==> src/rtl/base_arb_rr_lock_pkg.sv <==
// ---------------------------------------------------------------------------
// base_arb_rr_lock_pkg
// Shared types and width helpers for the round-robin grant-lock arbiter.
//   arb_state_t : arbiter FSM state (IDLE=0, BUSY=1)
//   min1_clog2  : $clog2 clamped to a minimum of one bit
// ---------------------------------------------------------------------------
package base_arb_rr_lock_pkg;

   typedef enum logic {
      ST_IDLE = 1'b0,
      ST_BUSY = 1'b1
   } arb_state_t;

   function automatic int unsigned min1_clog2(input int unsigned n);
      return (n > 1) ? $clog2(n) : 1;
   endfunction

endpackage

==> src/rtl/base_arb_rr_lock_prienc.sv <==
// ---------------------------------------------------------------------------
// base_prienc_hp_new
// Lowest-index-first priority encoder (index 0 has highest priority).
//   din  : request vector
//   dout : one-hot of the lowest set index of din (all-zero if din is zero)
//   kill : kill[i] = |din[0:i]; bits at and after the winner are set
// ---------------------------------------------------------------------------
module base_prienc_hp_new #(
   parameter int unsigned width = 4
) (
   input  logic [0:width-1] din,
   output logic [0:width-1] dout,
   output logic [0:width-1] kill
);

   always_comb begin : p_scan
      logic w_seen;
      w_seen = 1'b0;
      dout   = '0;
      kill   = '0;
      for (int unsigned i = 0; i < width; i++) begin
         dout[i] = din[i] & ~w_seen;
         kill[i] = din[i] | w_seen;
         w_seen  = kill[i];
      end
   end

endmodule

==> src/rtl/base_arb_rr_lock.sv <==
// ---------------------------------------------------------------------------
// base_arb_rr_lock
// Registered round-robin arbiter with grant lock. The winner is the lowest
// requesting index inside a rotating mask (falling back to the full request
// vector when the mask hides everyone). The one-hot grant is held until the
// holder releases it or an optional hold timeout forces a release.
//   clk     : rising-edge clock
//   reset   : synchronous active-high reset
//   req     : per-way requests, index 0 highest static priority
//   rel     : holder release, ignored while idle
//   gnt     : registered one-hot grant, zero when idle
//   gnt_v   : |gnt
//   gnt_enc : binary index of the granted way, zero when idle
//   tmo     : high in the cycle a grant is force-released by timeout
// ---------------------------------------------------------------------------
module base_arb_rr_lock
   import base_arb_rr_lock_pkg::*;
#(
   parameter  int unsigned ways     = 4,
   parameter  int unsigned max_hold = 0,
   localparam int unsigned encw     = min1_clog2(ways)
) (
   input  logic            clk,
   input  logic            reset,
   input  logic [0:ways-1] req,
   input  logic            rel,
   output logic [0:ways-1] gnt,
   output logic            gnt_v,
   output logic [0:encw-1] gnt_enc,
   output logic            tmo
);

   localparam int unsigned CNTW = min1_clog2(max_hold + 1);
   localparam logic [CNTW-1:0] CNT_LAST = CNTW'((max_hold > 0) ? (max_hold - 1) : 0);

   arb_state_t       r_state;
   logic [0:ways-1]  r_gnt;
   logic [0:encw-1]  r_enc;
   logic [0:ways-1]  r_mask;
   logic [CNTW-1:0]  r_cnt;

   logic [0:ways-1]  w_masked;
   logic [0:ways-1]  w_cand;
   logic [0:ways-1]  w_win_oh;
   logic [0:ways-1]  w_kill;
   logic [0:ways-1]  w_mask_next;
   logic [0:encw-1]  w_win_enc;
   logic             w_any_req;
   logic             w_tmo_hit;
   logic             w_release;

   assign w_any_req = |req;
   assign w_masked  = req & r_mask;
   assign w_cand    = (|w_masked) ? w_masked : req;

   base_prienc_hp_new #(
      .width (ways)
   ) u_prienc (
      .din  (w_cand),
      .dout (w_win_oh),
      .kill (w_kill)
   );

   // Next mask keeps only the ways strictly after the winner.
   assign w_mask_next = w_kill & ~w_win_oh;

   always_comb begin
      w_win_enc = '0;
      for (int unsigned i = 0; i < ways; i++) begin
         if (w_win_oh[i]) begin
            w_win_enc = w_win_enc | encw'(i);
         end
      end
   end

   assign w_tmo_hit = (max_hold != 0) && (r_state == ST_BUSY) && (r_cnt == CNT_LAST);
   // A timeout acts exactly like rel; when both coincide it is a plain release.
   assign w_release = (r_state == ST_BUSY) && (rel || w_tmo_hit);

   always_ff @(posedge clk) begin
      if (reset) begin
         r_state <= ST_IDLE;
         r_gnt   <= '0;
         r_enc   <= '0;
         r_mask  <= '1;
         r_cnt   <= '0;
      end else begin
         case (r_state)
            ST_IDLE: begin
               if (w_any_req) begin
                  r_state <= ST_BUSY;
                  r_gnt   <= w_win_oh;
                  r_enc   <= w_win_enc;
                  r_mask  <= w_mask_next;
                  r_cnt   <= '0;
               end
            end
            ST_BUSY: begin
               if (w_release) begin
                  if (w_any_req) begin
                     r_gnt  <= w_win_oh;
                     r_enc  <= w_win_enc;
                     r_mask <= w_mask_next;
                     r_cnt  <= '0;
                  end else begin
                     r_state <= ST_IDLE;
                     r_gnt   <= '0;
                     r_enc   <= '0;
                     r_cnt   <= '0;
                  end
               end else if (max_hold != 0) begin
                  r_cnt <= r_cnt + 1'b1;
               end
            end
            default: begin
               r_state <= ST_IDLE;
               r_gnt   <= '0;
               r_enc   <= '0;
               r_cnt   <= '0;
            end
         endcase
      end
   end

   assign gnt     = r_gnt;
   assign gnt_v   = |r_gnt;
   assign gnt_enc = r_enc;
   assign tmo     = w_tmo_hit & ~rel;

endmodule

==> config.mk <==
export PLATFORM = sky130hd
export DESIGN_NAME = base_arb_rr_lock
export DESIGN_NICKNAME = d
export VERILOG_FILES = /design/src/rtl/base_arb_rr_lock_pkg.sv /design/src/rtl/base_arb_rr_lock_prienc.sv /design/src/rtl/base_arb_rr_lock.sv
export SDC_FILE = /design/constraint.sdc
export NUM_CORES = 1
export LEC_CHECK = 0
export CAP_MARGIN = 30
export CORE_MARGIN = 2
export CORE_UTILIZATION = 32
export CTS_BUF_LIST = sky130_fd_sc_hd__clkbuf_16
export DETAILED_ROUTE_END_ITERATION = 16
export SYNTH_ARGS = -nofsm -noshare
export SYNTH_HDL_FRONTEND = slang
export SYNTH_SLANG_ARGS = --single-unit
==> constraint.sdc <==
create_clock -name clk -period 2 [get_ports clk]
set_input_delay 0.5 -clock clk [delete_from_list [all_inputs] [get_ports clk]]
set_output_delay 0.5 -clock clk [all_outputs]
set_load 0.02 [all_outputs]
==> flow_summary.json, run 1 <==
{
  "final_area_um2": 817,
  "crit_cells": 2,
  "max_stage_delay_ps": 510,
  "ys_types": 30,
  "grt_pass1_wl_um": 2150,
  "synth_area_um2": 567,
  "cts-root-buf": "clkbuf_16",
  "vias": 552,
  "worstReg2RegEnd": "gnt_enc[1]$_SDFFE_PP0P_",
  "crit_path_start": "gnt[0]$_SDFFE_PP0P_",
  "min_path_type": "reg2reg",
  "clk_latency_ps": 240,
  "final_max_slew_viol_count": 0,
  "syn-instance-count": 64,
  "cts.sinks": 11,
  "crit_path_max_fanout": 3,
  "cts_tree": "yes",
  "io_pins": 15,
  "grt_pass1_vias": 487,
  "post-cts-setup-buffers": 0,
  "fin_crit_ps": 1880,
  "drc": 0,
  "ant_nets": 0,
  "finalHoldViolCount": 0,
  "powerDensity_mw_per_mm2": 891,
  "vdd_ir_drop_max_uv": 486,
  "antenna_cells": 0,
  "drive_gt1_share_pct": 14.5,
  "cp-start-kind": "flip-flop",
  "clk_path_buf_depth": 2,
  "routedWlPerCell_um": 12.8,
  "io_buffers": 13,
  "viasPerCell": 5.52,
  "antenna_found_initial": 0,
  "ys_ff_latch": 11,
  "r2r_start": "r_mask[0]$_SDFFE_PP1P_",
  "syn_area_per_cell_um2": 8.86,
  "yosys_warnings": 0,
  "drtIter0Drc": 30,
  "power.leakage_nw": 0.340,
  "initial_core_util_pct": 33.6,
  "synth-edff-count": 0,
  "wirelength_um": 1280,
  "place_congestion": 0.751,
  "synthFlopType": "dfxtp_1",
  "async_flop_share_pct": 0,
  "core_area_mm2": 0.00169,
  "ff2ff_path_depth": 4,
  "die_y_um": 46.1,
  "status": "complete, no violations",
  "drt_pre_antenna_iters": 4,
  "rows": 15,
  "required_ps": 1500,
  "end_kind": "output pin",
  "timing_worst_setup_path_type": "reg2out",
  "synth_fp_nets": 71,
  "setup_viol": 0,
  "cp-endpoint": "gnt_v",
  "crit_arrival_ps": 1380,
  "cp_top_family": "simple AND/OR/NAND/NOR gates",
  "clock_skew_ps": 3.97,
  "ys_seq_area_share_pct": 38.9,
  "cts_inserted_buffers": 3,
  "drv_cap": 0,
  "syn_to_final_growth_pct": 44.2,
  "clkTransAtPathRegs_ps": 40,
  "finalSetupTns_ps": 0,
  "r2r_setup_slack_ps": 720,
  "cts_htree_levels": 1,
  "cp_cell_sequence": "or4_1 -> dlygate4sd2_1",
  "grt_usage_pct": 14.8,
  "dieArea_mm2": 0.00212,
  "nFillCells": 158,
  "period_share_pct": 94.2,
  "die_w_um": 46.1,
  "grt_overflow": 0,
  "grt_max_degree": 11,
  "rsz0062_at_grt": "false",
  "critPathSlowestCell": "or4_1",
  "cts_hold_buf": 0,
  "placed_area_um2": 739,
  "crit_buf_inv": 1,
  "dp.final_hpwl_um": 981,
  "clock.fmax_mhz": 531,
  "ctsResizeCount": 1,
  "nets": 91
}
cell type report:
cell class | count | area (um^2) | share of cell area (%)
Clock buffer | 3 | 75.1 | 9.19
Clock inverter | 1 | 3.75 | 0.459
Inverter | 1 | 3.75 | 0.459
Multi-Input combinational cell | 47 | 312 | 38.1
Sequential cell | 11 | 220 | 27.0
Tap cell | 17 | 21.3 | 2.60
Timing Repair Buffer | 20 | 181 | 22.2
power by group:
group / internal, mW / switching [mW] / total (mW) / leakage (nW)
clock: 0.262 / 0.0912 / 0.353 / 0.0423
combinational: 0.0630 / 0.0610 / 0.124 / 0.207
sequential: 0.236 / 0.0156 / 0.251 / 0.0909
worst min-delay path by stage:
stage / cells after the start / slack [ps] / endpoint / startpoint
global placement: 2 / 470 / gnt_enc[0]$_SDFFE_PP0P_ / gnt_enc[0]$_SDFFE_PP0P_
global route: 2 / 480 / gnt[0]$_SDFFE_PP0P_ / gnt[0]$_SDFFE_PP0P_
CTS: 2 / 460 / gnt_enc[0]$_SDFFE_PP0P_ / gnt_enc[0]$_SDFFE_PP0P_
detailed placement: 2 / 450 / gnt_enc[0]$_SDFFE_PP0P_ / gnt_enc[0]$_SDFFE_PP0P_
floorplan: 1 / 530 / r_mask[0]$_SDFFE_PP1P_ / r_mask[0]$_SDFFE_PP1P_
finish: 2 / 460 / gnt_enc[0]$_SDFFE_PP0P_ / gnt_enc[0]$_SDFFE_PP0P_
synthesized netlist by cell type, types with 2 or more instances:
master     n  share of area [%]
dfxtp_1   11                 39
a21oi_1    6                5.3
nand2_1    6                4.0
o21ai_0    5                4.4
a21o_1     3                4.0
a222oi_1   3                5.3
nand2b_1   3                3.3
clkbuf_1   2                1.3
nand3_1    2                1.8
nand3b_1   2                2.6
o211a_1    2                3.5
flip-flops by register name (all words and copies together), names as in the netlist:
name / count
r_state: 1
gnt_enc: 2
gnt: 4
r_mask: 4
per-stage QoR:
stage	total power [mW]	hold WS, ps	instances	utilization (%)	setup WS [ps]
2_1_floorplan	0.326	529	64	-	350
3_3_place_gp	0.382	466	96	43.8	-27.8
3_5_place_dp	0.381	452	96	43.8	-35.1
4_1_cts	0.738	462	100	48.4	101
5_1_grt	0.759	478	100	48.4	78.0
6_report	0.728	461	100	48.4	117
cell families after synthesis:
group,share of synthesized area [%]
AOI/OAI and AO/OA,35.3
and+or+nand+nor,19.0
buffers and inverters,6.18
DFF,38.9
other,0.662
worst register-to-register path: stages, from the launching register on:
cell and delay, ps:
dfxtp_1 350, a222oi_1 420, o211a_1 180, a21oi_1 40, o31ai_1 210
metal layers:
layer	vias up	wire, um	global-route usage (%)
li1	283	-	-
met1	253	608	19.4
met2	14	585	21.1
met3	2	70	5.88
met4	0	11	6.86
met5	-	0	0
layout by cell type, fill, tap and decap left out:
| cell | n |
|---|---|
| a21boi_0 | 1 |
| a21o_1 | 3 |
| a21oi_1 | 6 |
| a221oi_1 | 1 |
| a222oi_1 | 3 |
| a22o_1 | 1 |
| a22oi_1 | 1 |
| a32oi_1 | 1 |
| buf_4 | 7 |
| clkbuf_16 | 3 |
| clkdlybuf4s50_1 | 12 |
| conb_1 | 1 |
| dfxtp_1 | 11 |
| dlygate4sd2_1 | 1 |
| inv_1 | 2 |
| nand2_1 | 6 |
| nand2b_1 | 3 |
| nand3_1 | 2 |
| nand3b_1 | 2 |
| nand4_1 | 1 |
| nor2_1 | 1 |
| nor2b_1 | 1 |
| nor4_1 | 1 |
| o211a_1 | 2 |
| o21a_1 | 1 |
| o21ai_0 | 5 |
| o21ai_4 | 1 |
| o31ai_1 | 1 |
| or4_1 | 1 |
| or4_4 | 1 |
(Power assumes the default switching activity.)
==> run 2: changes to the inputs <==
==> constraint.sdc (replaced) <==
create_clock -name clk -period 2.2 [get_ports clk]
set_input_delay 0.55 -clock clk [delete_from_list [all_inputs] [get_ports clk]]
set_output_delay 0.55 -clock clk [all_outputs]
set_load 0.02 [all_outputs]
==> flow_summary.json, run 2 (synthesis results as in run 1) <==
{
  "grt_overflow": 0,
  "drv_cap": 0,
  "multi_input_area_um2": 312,
  "crit_path_max_fanout": 8,
  "end_kind": "flip-flop",
  "antenna_cells": 0,
  "grt_max_degree": 14,
  "clk_latency_ps": 230,
  "placed_area_um2": 702,
  "instances_no_fill": 95,
  "place_inst": 91,
  "clock.fmax_mhz": 522,
  "dieArea_mm2": 0.00212,
  "power_uw": 655,
  "period_share_pct": 87.0,
  "cts_hold_buf": 0,
  "cts_htree_levels": 1,
  "clkTransAtPathRegs_ps": 40,
  "vdd_ir_drop_max_uv": 413,
  "dp.final_hpwl_um": 933,
  "final_common_cell": "clkdlybuf4s50_1",
  "core_area_mm2": 0.00169,
  "routedWlPerCell_um": 13.9,
  "cts_inserted_buffers": 3,
  "crit_arrival_ps": 2040,
  "cp_cell_sequence": "clkdlybuf4s50_1 -> or4_4 -> nand2_1 -> nand2b_1 -> a21o_1",
  "fin_crit_ps": 1910,
  "final_cell_mix": "clkdlybuf4s50_1, dfxtp_1, nand2_1, a21oi_1, o21ai_0",
  "final_max_slew_viol_count": 0,
  "rows": 15,
  "cp-start-kind": "input port",
  "viasPerCell": 5.72,
  "hold_slack_ps": 473,
  "timing_worst_setup_path_type": "in2reg",
  "status": "complete, no violations",
  "initial_core_util_pct": 33.6,
  "final_area_um2": 783,
  "min_path_type": "reg2reg",
  "wirelength_um": 1320,
  "antenna_found_initial": 0,
  "io_buffers": 13,
  "clk_path_buf_depth": 2,
  "ant_nets": 0,
  "cts_tree": "yes",
  "place_congestion": 0.812,
  "powerDensity_mw_per_mm2": 837,
  "power.leakage_nw": 0.326,
  "ctsResizeCount": 0,
  "vias": 543,
  "clock_skew_ps": 1.25,
  "finalSetupTns_ps": 0,
  "required_ps": 2320,
  "critPathSlowestCell": "or4_4",
  "rsz0062_at_grt": "false",
  "die_y_um": 46.1,
  "cts-root-buf": "clkbuf_16",
  "grt_usage_pct": 14.6,
  "finalHoldViolCount": 0,
  "die_w_um": 46.1,
  "io_pins": 15,
  "drtIter0Drc": 17,
  "setup_viol": 0,
  "max_stage_delay_ps": 570,
  "syn_to_final_growth_pct": 38.2,
  "register_area_um2": 220,
  "cts.sinks": 11,
  "grt_pass1_wl_um": 2230,
  "grt_pass1_vias": 508,
  "nets": 86,
  "post-cts-setup-buffers": 0,
  "nFillCells": 174,
  "drive_gt1_share_pct": 8.97,
  "drt_pre_antenna_iters": 4,
  "drc": 0
}
run 2: changes by cell type in the layout (fill, tap and decap cells not counted), sizes merged:
| cell | before | now |
|---|---|---|
| buf | 7 | 2 |
| dlymetal6s2s | 0 | 1 |
| dlygate4sd2 | 1 | 0 |
run 2: stage by stage:
stage               util (%)  setup slack [ps]
finish                  46.4               286
global route            46.4               220
CTS                     46.2              42.3
detailed placement      41.6              62.2
global placement        41.6              49.2
floorplan                  -               500
run 2: report_power, final:
group / switching, mW / total [mW] / internal [mW]
combinational: 0.0550 / 0.108 / 0.0532
clock: 0.0801 / 0.318 / 0.238
sequential: 0.0150 / 0.229 / 0.214
total: 0.150 / 0.655 / 0.505
run 2: layout make-up:
class	instances	area share, %
clock inverters	1	0.479
clock buffers	3	9.58
inverters	1	0.479
flip-flops and latches	11	28.1
multi-input cells	47	39.8
well taps	17	2.72
repair buffers	15	18.8
run 2: routing by layer:
layer | up-vias | wire length, um | global-route usage, %
met5 | - | 0 | 0
met4 | 0 | 8 | 1.71
met3 | 2 | 81 | 7.06
met2 | 21 | 602 | 22.5
met1 | 246 | 631 | 18.9
li1 | 274 | - | -
run 2: critical path: cells and delay by family:
family                 cells  cell delay (ps)
and+or+nand+nor            3              800
buffers and inverters      1              520
AOI/OAI and AO/OA          1              170
run 2: final timing paths:
kind	startpoint	to	slack, ps	cells past startpoint
max	req[2]	r_mask[2]$_SDFFE_PP1P_	290	5
min	gnt[0]$_SDFFE_PP0P_	gnt[0]$_SDFFE_PP0P_	470	2
max reg2reg	r_mask[0]$_SDFFE_PP1P_	gnt_enc[1]$_SDFFE_PP0P_	860	4
min reg2reg	gnt[0]$_SDFFE_PP0P_	gnt[0]$_SDFFE_PP0P_	470	2
==> run 3: changes to the inputs <==
--- a/config.mk
+++ b/config.mk
@@ -6,6 +6,7 @@
 export NUM_CORES = 1
 export LEC_CHECK = 0
 export CAP_MARGIN = 30
+export CORE_ASPECT_RATIO = 1.1
 export CORE_MARGIN = 2
 export CORE_UTILIZATION = 32
 export CTS_BUF_LIST = sky130_fd_sc_hd__clkbuf_16
==> flow_summary.json, run 3 (synthesis results as in run 1) <==
{
  "status": "complete, no violations",
  "fin_ws_ps": 344,
  "core_area_mm2": 0.00161,
  "max_stage_delay_ps": 430,
  "nets": 88,
  "crit_arrival_ps": 2000,
  "power_frac_clock_pct": 49.1,
  "cts_inserted_buffers": 3,
  "cts.sinks": 11,
  "io_buffers": 13,
  "required_ps": 2350,
  "rsz0062_at_grt": "false",
  "timing_worst_setup_path_type": "in2reg",
  "drive_gt1_share_pct": 12.5,
  "r2r_setup_slack_ps": 890,
  "vdd_ir_drop_max_uv": 545,
  "die_w_um": 44.1,
  "place_congestion": 0.835,
  "ant_nets": 0,
  "grt_pass1_vias": 452,
  "grt_usage_pct": 13.3,
  "drtIter0Drc": 35,
  "clkTransAtPathRegs_ps": 40,
  "crit_path_max_fanout": 8,
  "viasPerCell": 5.87,
  "clock_skew_ps": 0.782,
  "cp-start-kind": "input port",
  "grt_overflow": 0,
  "drv_cap": 0,
  "switchingPower_uw": 157,
  "fin_crit_ps": 1860,
  "clk_path_buf_depth": 2,
  "final_max_slew_viol_count": 0,
  "cp_cell_sequence": "clkdlybuf4s50_1 -> buf_4 -> a222oi_1 -> o211a_1 -> a21oi_1 -> o31ai_1",
  "vias": 569,
  "sequentialPowerShare_pct": 34.3,
  "antenna_cells": 0,
  "finalSetupTns_ps": 0,
  "finalHoldViolCount": 0,
  "antenna_found_initial": 0,
  "drc": 0,
  "clock.fmax_mhz": 539,
  "clk_latency_ps": 240,
  "syn_to_final_growth_pct": 41.1,
  "pre_cts_ws_ps": 107,
  "wirelength_um": 1270,
  "final_cell_mix": "clkdlybuf4s50_1, dfxtp_1, nand2_1, a21oi_1, o21ai_0",
  "dp.final_hpwl_um": 909,
  "cts_hold_buf": 0,
  "drt_pre_antenna_iters": 4,
  "grt_max_degree": 14,
  "powerDensity_mw_per_mm2": 834,
  "setup_viol": 0,
  "routedWlPerCell_um": 13.1,
  "io_pins": 15,
  "cts_tree": "yes",
  "min_path_type": "reg2reg",
  "power_switching_share_pct": 23.5,
  "power_uw": 667,
  "power.leakage_nw": 0.333,
  "critPathSlowestCell": "clkdlybuf4s50_1",
  "grt_pass1_wl_um": 2030,
  "comb_power_share_pct": 16.6,
  "final_common_cell": "clkdlybuf4s50_1",
  "p_int_uw": 510,
  "end_kind": "flip-flop",
  "initial_core_util_pct": 35.1,
  "die_y_um": 48.1,
  "dieArea_mm2": 0.00212,
  "final_util_pct": 49.5,
  "cts-root-buf": "clkbuf_16",
  "rows": 15,
  "cts_htree_levels": 1,
  "period_share_pct": 84.4
}
run 3: what timing repair did:
action	CTS	global route
setup endpoints to repair	0	1
gates resized for setup	0	1
buffers inserted	0	0
run 3: per-stage QoR:
step / hold WS (ps) / std cells / instance area [um^2]
4_1_cts: 462 / 97 / 797
3_5_place_dp: 455 / 93 / 717
3_3_place_gp: 449 / 93 / 717
6_report: 458 / 97 / 800
5_1_grt: 498 / 97 / 800
2_1_floorplan: 529 / 64 / 567
run 3: worst paths after layout:
| path | depth (start not counted) | to | start |
|---|---|---|---|
| setup reg to reg | 4 | gnt_enc[1]$_SDFFE_PP0P_ | r_mask[0]$_SDFFE_PP1P_ |
| hold reg to reg | 2 | gnt_enc[0]$_SDFFE_PP0P_ | gnt_enc[0]$_SDFFE_PP0P_ |
| setup / recovery | 6 | gnt_enc[1]$_SDFFE_PP0P_ | req[0] |
| hold / removal | 2 | gnt_enc[0]$_SDFFE_PP0P_ | gnt_enc[0]$_SDFFE_PP0P_ |
run 3: metal layers:
| metal | track usage [%] | share of wire, % | wire (um) | vias up |
|---|---|---|---|---|
| met2 | 19.7 | 47 | 597 | 32 |
| met1 | 17.8 | 43 | 542 | 257 |
| met4 | 1.82 | 0.24 | 3 | 0 |
| met5 | 0 | 0 | 0 | - |
| met3 | 6.67 | 10 | 131 | 2 |
| li1 | - | - | - | 278 |
run 3: power by group through the flow:
| stage | sequential [mW] | combinational [mW] | clock [mW] |
|---|---|---|---|
| finish | 0.229 | 0.111 | 0.327 |
| global route | 0.231 | 0.120 | 0.350 |
| CTS | 0.228 | 0.111 | 0.335 |
| detailed placement | 0.231 | 0.111 | 0 |
| global placement | 0.232 | 0.111 | 0 |
| floorplan | 0.238 | 0.0587 | 0 |
run 3: final cells by class:
cell class	count	area [um^2]
well taps	17	21.3
clock buffers	3	75.1
inverters	1	3.75
repair buffers	17	163
fillers	146	815
clock inverters	1	5.00
multi-input cells	47	312
flip-flops and latches	11	220
run 3: critical path: cells and delay by family:
kind	cells	cell delay (ps)
compound gates	4	860
buf+inv	2	600
